### config.mk
export PLATFORM = sky130hd
export DESIGN_NAME = rom_word_reader_flat
export DESIGN_NICKNAME = d
export VERILOG_FILES = /design/src/rtl/rom_word_reader_if.sv /design/src/rtl/rom_word_reader.sv /design/src/flat_wrapper.sv
export SDC_FILE = /design/constraint.sdc
export NUM_CORES = 1
export LEC_CHECK = 0
export CAP_MARGIN = 20
export CORE_MARGIN = 4
export CORE_UTILIZATION = 47
export CTS_BUF_LIST = sky130_fd_sc_hd__clkbuf_4
export CTS_CLUSTER_SIZE = 25
export DETAILED_ROUTE_END_ITERATION = 8
export GPL_TIMING_DRIVEN = 0
export PLACE_DENSITY = 0.95
export SLEW_MARGIN = 20
export SYNTH_ARGS = -nofsm -noshare
export SYNTH_HDL_FRONTEND = slang
export SYNTH_SLANG_ARGS = --single-unit
### constraint.sdc
create_clock -name clk -period 2.5 [get_ports clk]
set_input_delay 0.5 -clock clk [delete_from_list [all_inputs] [get_ports clk]]
set_output_delay 0.5 -clock clk [all_outputs]
set_load 0.03 [all_outputs]
### src/rtl/rom_word_reader_if.sv
// rom_word_reader_if: request, ROM byte bus and 64-bit word stream of rom_word_reader.
// master = reader side, slave = environment (requester, ROM, stream sink).
interface rom_word_reader_if #(
   parameter int ADDR_W = 6
);
   logic              start;
   logic [2:0]        start_word;
   logic [3:0]        num_words;
   logic              busy;
   logic              done;
   logic [ADDR_W-1:0] rom_ad;
   logic [7:0]        rom_d;
   logic [63:0]       out_data;
   logic              out_valid;
   logic              out_ready;
   logic              out_last;
   logic [63:0]       checksum;
   modport master (
      input  start, start_word, num_words, rom_d, out_ready,
      output busy, done, rom_ad, out_data, out_valid, out_last, checksum
   );
   modport slave (
      output start, start_word, num_words, rom_d, out_ready,
      input  busy, done, rom_ad, out_data, out_valid, out_last, checksum
   );
endinterface

### src/rtl/rom_word_reader.sv
// rom_word_reader: reads 1..8 wrapping 64-bit words from a byte-wide ROM onto a valid/ready stream.
// Define ROM_RD_CHECKSUM_EN to build the running XOR checksum of delivered words.
module rom_word_reader #(
   parameter int ROM_LAT = 1,
   parameter int ADDR_W  = 6
) (
   input logic               clk,
   input logic               rst_n,
   rom_word_reader_if.master bus
);
   typedef enum logic [1:0] {IDLE, FETCH, DRAIN, HOLD} state_t;
   state_t                  state_q, state_d;
   logic [2:0]              word_q, word_d, k_q, k_d;
   logic [3:0]              rem_q, rem_d;
   logic [ROM_LAT-1:0]      pv_q, pv_d;
   logic [ROM_LAT-1:0][2:0] po_q, po_d;
   logic [ADDR_W-1:0]       ad_q, ad_d;
   logic [63:0]             data_q, data_d;
   logic                    valid_q, valid_d, last_q, last_d, done_q, done_d;
   logic                    accept, hs;
   assign accept        = state_q == IDLE && bus.start && bus.num_words != 4'd0;
   assign hs            = valid_q && bus.out_ready;
   assign bus.busy      = state_q != IDLE;
   assign bus.done      = done_q;
   assign bus.rom_ad    = ad_q;
   assign bus.out_data  = data_q;
   assign bus.out_valid = valid_q;
   assign bus.out_last  = last_q;
   always_comb begin
      state_d = state_q;
      word_d  = word_q;
      k_d     = k_q;
      rem_d   = rem_q;
      ad_d    = ad_q;
      data_d  = data_q;
      valid_d = valid_q;
      last_d  = last_q;
      done_d  = 1'b0;
      pv_d    = '0;
      po_d    = '0;
      pv_d[0] = state_q == FETCH;
      po_d[0] = k_q;
      for (int i = 1; i < ROM_LAT; i++) begin
         pv_d[i] = pv_q[i-1];
         po_d[i] = po_q[i-1];
      end
      // byte k lands in lane 7-k, so byte 0 ends up in the top bits
      if (pv_q[ROM_LAT-1]) data_d[{~po_q[ROM_LAT-1], 3'b000} +: 8] = bus.rom_d;
      case (state_q)
         IDLE: begin
            if (accept) begin
               state_d = FETCH;
               word_d  = bus.start_word;
               rem_d   = bus.num_words;
               k_d     = 3'd0;
               ad_d    = ADDR_W'({bus.start_word, 3'b000});
            end else if (bus.start) done_d = 1'b1;
         end
         FETCH: begin
            k_d = k_q + 3'd1;
            if (k_q == 3'd7) state_d = DRAIN;
            else ad_d = ADDR_W'({word_q, k_q + 3'd1});
         end
         DRAIN: begin
            if (pv_q[ROM_LAT-1] && po_q[ROM_LAT-1] == 3'd7) begin
               state_d = HOLD;
               valid_d = 1'b1;
               last_d  = rem_q == 4'd1;
            end
         end
         HOLD: begin
            if (hs) begin
               valid_d = 1'b0;
               last_d  = 1'b0;
               rem_d   = rem_q - 4'd1;
               if (rem_q == 4'd1) begin
                  done_d  = 1'b1;
                  state_d = IDLE;
               end else begin
                  word_d  = word_q + 3'd1;
                  ad_d    = ADDR_W'({word_q + 3'd1, 3'b000});
                  state_d = FETCH;
               end
            end
         end
         default: state_d = IDLE;
      endcase
   end
   always_ff @(posedge clk or negedge rst_n) begin
      if (!rst_n) begin
         state_q <= IDLE;
         word_q  <= '0;
         k_q     <= '0;
         rem_q   <= '0;
         pv_q    <= '0;
         po_q    <= '0;
         ad_q    <= '0;
         data_q  <= '0;
         valid_q <= 1'b0;
         last_q  <= 1'b0;
         done_q  <= 1'b0;
      end else begin
         state_q <= state_d;
         word_q  <= word_d;
         k_q     <= k_d;
         rem_q   <= rem_d;
         pv_q    <= pv_d;
         po_q    <= po_d;
         ad_q    <= ad_d;
         data_q  <= data_d;
         valid_q <= valid_d;
         last_q  <= last_d;
         done_q  <= done_d;
      end
   end
`ifdef ROM_RD_CHECKSUM_EN
   logic [63:0] csum_q, csum_d;
   always_comb csum_d = accept ? 64'h0 : hs ? csum_q ^ data_q : csum_q;
   always_ff @(posedge clk or negedge rst_n) begin
      if (!rst_n) csum_q <= '0;
      else csum_q <= csum_d;
   end
   assign bus.checksum = csum_q;
`else
   assign bus.checksum = 64'h0;
`endif
endmodule

### src/flat_wrapper.sv
// flat-port wrapper written by rule: the top's interface ports become plain ports
module rom_word_reader_flat 
#(
   parameter int ROM_LAT = 1,
   parameter int ADDR_W  = 6
)
  (clk, rst_n, bus_start, bus_start_word, bus_num_words, bus_rom_d, bus_out_ready, bus_busy, bus_done, bus_rom_ad, bus_out_data, bus_out_valid, bus_out_last, bus_checksum);
  rom_word_reader_if #(.ADDR_W(ADDR_W)) bus_i ();
  input logic clk;
  input logic rst_n;
  input wire logic [$bits(bus_i.start)-1:0] bus_start;
  input wire logic [$bits(bus_i.start_word)-1:0] bus_start_word;
  input wire logic [$bits(bus_i.num_words)-1:0] bus_num_words;
  input wire logic [$bits(bus_i.rom_d)-1:0] bus_rom_d;
  input wire logic [$bits(bus_i.out_ready)-1:0] bus_out_ready;
  output wire logic [$bits(bus_i.busy)-1:0] bus_busy;
  output wire logic [$bits(bus_i.done)-1:0] bus_done;
  output wire logic [$bits(bus_i.rom_ad)-1:0] bus_rom_ad;
  output wire logic [$bits(bus_i.out_data)-1:0] bus_out_data;
  output wire logic [$bits(bus_i.out_valid)-1:0] bus_out_valid;
  output wire logic [$bits(bus_i.out_last)-1:0] bus_out_last;
  output wire logic [$bits(bus_i.checksum)-1:0] bus_checksum;
  assign bus_i.start = bus_start;
  assign bus_i.start_word = bus_start_word;
  assign bus_i.num_words = bus_num_words;
  assign bus_i.rom_d = bus_rom_d;
  assign bus_i.out_ready = bus_out_ready;
  assign bus_busy = bus_i.busy;
  assign bus_done = bus_i.done;
  assign bus_rom_ad = bus_i.rom_ad;
  assign bus_out_data = bus_i.out_data;
  assign bus_out_valid = bus_i.out_valid;
  assign bus_out_last = bus_i.out_last;
  assign bus_checksum = bus_i.checksum;
  rom_word_reader #(.ROM_LAT(ROM_LAT), .ADDR_W(ADDR_W)) u_core (.clk(clk), .rst_n(rst_n), .bus(bus_i));
endmodule
# == Word-level counts from Yosys, hierarchy flattened ==
# Cells that the tools add are included.
# Widths: inputs -> output; s select.
# totals
ff_bits,89
input_bits,19
out_inout_bits,138
wordCells,78
# op_classes
n_addsub,4
eq_ne,12
shifts,2
muxes,31
n_bitwise,1
n_reduce_logical,17
# ops
op,n
$bwmux 64,1
$shift 8x8->64 const A,1
$shiftx 8x8->64,1
$mux 6,4
$pmux 6 s3,1
$mux 3,4
$pmux 3 s2,2
$mux 1,8
$mux 2,4
$mux 4,2
$neg 6->8,1
$pmux 2 s4,1
$pmux 4 s2,1
$reduce_and 4->1,2
$reduce_bool 2->1,4
$add 3x1->3 const B,2
$eq 3x3->1 const B,2
$ne 2x1->1 const B,3
$ne 2x2->1 const B,3
$pmux 1 s2,3
$reduce_and 3->1,2
$reduce_and 5->1,1
$eq 2x2->1 const B,2
$eq 4x1->1 const B,1
8 further kinds,11

# == Longest topological paths before layout ==
# depth
depth_word,5
ltp_mapped,7

# == Worst setup path before layout ==
# No wires, ideal clock.
# synth_timing
path_type,register to register
start,register u_core.po_q[0] (netlist name)
end,"register u_core.data_q[0], in the netlist u_core.bus.out_data[0]"
setup_ns,0.125
t_arrival_ns,1.976
t_required_ns,2.375
slack_ns,0.399
path_stages_with_launch,7
n_path_buf,2
cell_sequence,dfrtp_1 ha_1 ha_1 buf_2 or4_4 buf_6 mux2_4
# synth_between
elab_chain_cells,4
# synth_rtl
element,line,text
"start, declared",rom_word_reader.sv:16,"logic [ROM_LAT-1:0][2:0] po_q, po_d;"
"start signal, assigned",rom_word_reader.sv:108,po_q <= po_d;
$not 3->3 (*),rom_word_reader.sv:48,"if (pv_q[ROM_LAT-1]) data_d[{~po_q[ROM_LAT-1], 3'b000} +: 8] = bus.rom_d;"
$neg 6->8 (*),rom_word_reader.sv:48,
$shiftx 8x8->64 / $shift 8x8->64 (equally long branches),rom_word_reader.sv:48,
$bwmux 64 (*),rom_word_reader.sv:48,
"end signal, assigned",rom_word_reader.sv:110,data_q <= data_d;
"end, declared",rom_word_reader.sv:18,"logic [63:0] data_q, data_d;"
# Every way passes the cells marked *; elsewhere a longest branch is shown, timed or not.
# A chain may end at the register's enable or synchronous reset.

# == Worst setup path in the final report ==
# layout_timing
start,register u_core.state_q[0]
end,output port bus_busy
# layout_between
elab_chain_cells,1
# layout_rtl
element,line,text
"start, declared",rom_word_reader.sv:12,"state_t state_q, state_d;"
"start signal, assigned",rom_word_reader.sv:103,state_q <= state_d;
$reduce_bool 2->1,rom_word_reader.sv:23,assign bus.busy = state_q != IDLE;
"end, declared",flat_wrapper.sv:16,output wire logic [$bits(bus_i.busy)-1:0] bus_busy;
# No other way between the ends.

==> impl_metrics.yaml <==
drt:
  drt-total-wl_um: 9650
  drt.antenna.violating_nets: 0
  dr_total_vias: 3067
  drc: 0
  firstDrtPassIters: 4
  initialDrtViolationCount: 82
  drt-vias-per-instance: 4.79
  detailed_route_wire_length_per_cell_um: 15.1
die:
  initial_core_utilization: 0.492
  fp.dieArea_um2: 10900
  die_height_um: 105
  number_of_placed_i_o_pins: 157
  placeable_area_um2: 8890
  site_rows: 34
  fp.dieW_um: 105
grt:
  groute.layer.met3.usage: 0.0490
  tot_gr_track_use: 0.180
  grtUsageMet2: 0.319
  globalRoute.busiestLayer: "met2"
  grtUsageMet1: 0.220
  grt_max_degree: 46
  grt.overflow.total: 0
  grt_first_pass_wirelength_um: 15800
  antenna_found_initial: 0
  grt_pass1_vias: 3127
synth:
  synth_top_cells_by_count: "sky130_fd_sc_hd__dfrtp_1 (89), sky130_fd_sc_hd__buf_4 (64), sky130_fd_sc_hd__mux2_2 (57), sky130_fd_sc_hd__nand2_1 (22), sky130_fd_sc_hd__a21oi_1 (14)"
  synth-seq-cells: 89
  syn-cell-area_um2: 4380
  number_of_distinct_library_cell_variants_in_the_gate_level_netlist_after_synthesis: 44
  total_of_warnings_raised_by_yosys: 0
  synth_largest_area_cell: "sky130_fd_sc_hd__dfrtp_1"
  postSynthAreaPerCell_um2: 12.2
  postSynth.asyncResetShare: 1.00
  synthMostInstantiatedCell: "sky130_fd_sc_hd__dfrtp_1"
  yosysTopAreaCellShare: 0.509
  synth_enable_flop_cells: 0
  synthFlopType: "sky130_fd_sc_hd__dfrtp_1"
  synth_top_cells_by_area: "sky130_fd_sc_hd__dfrtp_1 (51%), sky130_fd_sc_hd__mux2_2 (15%), sky130_fd_sc_hd__buf_4 (11%)"
  synth_seq_area_share: 0.509
  netlist_instances: 360
cells_and_area:
  finish.cell_count_without_fillers: 640
  finalNetCount: 559
  share_of_cells_above_drive_strength_1: 0.301
  antennaDiodeCount: 0
  area_growth_pct: 33.8
clocking:
  post_cts_resized: 1
  clkLatencyLatePin_ns: 0.44
  clock_tree.htree_level_count: 3
  cts_post_setup_buffers_inserted: 0
  cts_num_sinks: 89
  cts.clk_slew.worst_paths_ns: 0.16
  cts_root_buf: "sky130_fd_sc_hd__clkbuf_4"
  cts_inserted_buffers: 9
  tritoncts_clock_tree: "done"
  clockBufferDepth: 2
  ctsHoldBuffers: 0
critical_path:
  worst_path_dominant_cell_family: "buffers and inverters"
  worst-path-max-fanout: 7
  r2r-end: "u_core.bus.out_data[38]"
  ff2ff_path_depth: 6
  rrSetupSlack_ns: 0.27
  capturing_element_of_the_worst_setup_path: "bus_busy"
  worstSetupPathType: "flip-flop to output port"
  cp-end-kind: "output port"
  critical_path.most_common_cell: "sky130_fd_sc_hd__inv_1"
  critPathArrivalTime_ns: 1.82
  cp.buffers_inverters: 3
  crit_chain: "inv_1 -> ha_1 -> inv_1 -> dlygate4sd2_1"
  r2r_start: "u_core.po_q[0]"
  crit_slowest_cell: "sky130_fd_sc_hd__dfrtp_1"
  crit_startpoint: "u_core.state_q[0]"
  path_depth: 4
  crit_path_max_incr_delay_ns: 0.45
  worstSetupStartpointType: "flip-flop"
  critical_path_required_ns: 2.00
timing:
  grt_setup_unrepaired: "no"
  postLayoutSetupSlackWorst_ns: 0.183
  timing.final.crit_period_ns: 2.32
  setup_violations: 0
  hold_viol_final: 0
  skew_ns: 0.0189
  holdWs_ns: 0.0287
  slew_headroom: 0.568
  layout_worst_path_cycle_share: 0.927
  maxSlewViolCount: 0
  tightest_slew_ns: 0.647
  fmaxAchievable_mhz: 432
place:
  dp_hpwl_um: 7490
  place_worst_setup_slack_ns: 0.169
  io_buffer_count: 92
  placer_congestion: 0.876
  dp_cells: 624
power:
  cellLeakagePower_nw: 2.82
  pwr-share-seq: 0.331
  swShare: 0.437
  p_clk_frac: 0.119
  power.share.combinational: 0.550
  cellPowerDensity_nw_per_um2: 1280
  netSwitchingPower_mw: 3.28
  p_int_mw: 4.22
  ir_worst_vdd_mv: 0.643
hold_path:
  min-delay-path-class: "input pin to asynchronous set/reset pin"
run_status:
  status: "completed"
flow_run:
  max_cap_violations: 0
[layout by cell type (no fill, tap or decap), types with 3 or more instances in the layout]
cell type | netlist | routed
sky130_fd_sc_hd__a21oi_1 | 14 | 14
sky130_fd_sc_hd__nand2b_1 | 4 | 4
sky130_fd_sc_hd__a31oi_1 | 5 | 5
sky130_fd_sc_hd__nor2_1 | 8 | 8
sky130_fd_sc_hd__buf_4 | 64 | 65
sky130_fd_sc_hd__mux2_2 | 57 | 57
sky130_fd_sc_hd__clkbuf_4 | 0 | 9
sky130_fd_sc_hd__mux2_4 | 8 | 8
sky130_fd_sc_hd__clkdlybuf4s50_1 | 0 | 90
sky130_fd_sc_hd__conb_1 | 1 | 64
sky130_fd_sc_hd__nand3_1 | 7 | 7
sky130_fd_sc_hd__ha_1 | 13 | 13
sky130_fd_sc_hd__nand2_1 | 22 | 22
sky130_fd_sc_hd__o21ai_0 | 8 | 8
sky130_fd_sc_hd__inv_8 | 0 | 3
sky130_fd_sc_hd__dfrtp_1 | 89 | 89
sky130_fd_sc_hd__mux2i_1 | 6 | 6
sky130_fd_sc_hd__inv_1 | 12 | 12
sky130_fd_sc_hd__buf_2 | 5 | 5
sky130_fd_sc_hd__nand4_1 | 4 | 4
[worst min-delay path by stage]
stage / startpoint / to / slack, ns / cells past startpoint
after global routing: rst_n / u_core.bus.out_data[28] / 0.03 / 1
after global placement: u_core.k_q[2] / u_core.po_q[2] / 0.40 / 0
after detailed placement: u_core.k_q[2] / u_core.po_q[2] / 0.40 / 0
after floorplan: rst_n / u_core.bus.done / 0.20 / 0
final: rst_n / u_core.bus.out_data[28] / 0.03 / 1
after CTS: rst_n / u_core.bus.out_data[28] / 0.02 / 1
[layer usage]
layer  wire length [um]  up-vias
met5                  0        -
met3                693       10
met4                 82        0
li1                   -     1463
met1               3980     1456
met2               4900      138
[per-stage QoR]
stage	cell area, um^2	power [mW]	setup TNS [ns]	utilization
finish	5860	7.51	0	0.659
detailed placement	5700	6.67	0	0.641
global route	5860	7.97	0	0.659
CTS	5860	7.56	0	0.659
floorplan	4610	5.09	0	-
global placement	5670	6.46	-186.32	0.638
[sequential cells by signal (all words and copies together) (netlist names)]
name	cells
u_core.bus.out_data	64
u_core.bus.rom_ad	6
u_core.rem_q	4
u_core.k_q	3
u_core.po_q	3
u_core.word_q	3
u_core.state_q	2
u_core.bus.done	1
u_core.bus.out_last	1
u_core.bus.out_valid	1
u_core.pv_q	1
[cell type report]
| type | instances | area, um^2 |
|---|---|---|
| Fill cell | 671 | 3030 |
| Sequential cell | 89 | 2230 |
| Multi-Input combinational cell | 250 | 1820 |
| Timing Repair Buffer | 93 | 945 |
| Buffer | 72 | 524 |
| Tap cell | 108 | 135 |
| Clock inverter | 7 | 97.6 |
| Clock buffer | 9 | 67.6 |
| Inverter | 12 | 45.0 |
[power by group through the flow]
stage	logic (mW)	registers [mW]	clock network [mW]
detailed placement	4.15	2.52	0
finish	4.13	2.48	0.892
global route	4.42	2.57	0.983
floorplan	1.64	3.45	0
global placement	4.00	2.46	0
CTS	4.15	2.48	0.924
[logic make-up (layout without fill, tap and decap cells)]
family,Yosys count,in the layout,share of synthesized area
muxes,71,71,0.188
and+or+nand+nor,57,57,0.0657
other,1,64,0.000857
xor gates and xnor gates,2,2,0.00400
buffers and inverters,84,193,0.130
AOI/OAI and AO/OA,43,43,0.0657
adders and majority gates,13,13,0.0372
DFF,89,89,0.509
Note: power is estimated with default switching activity, not from simulation.
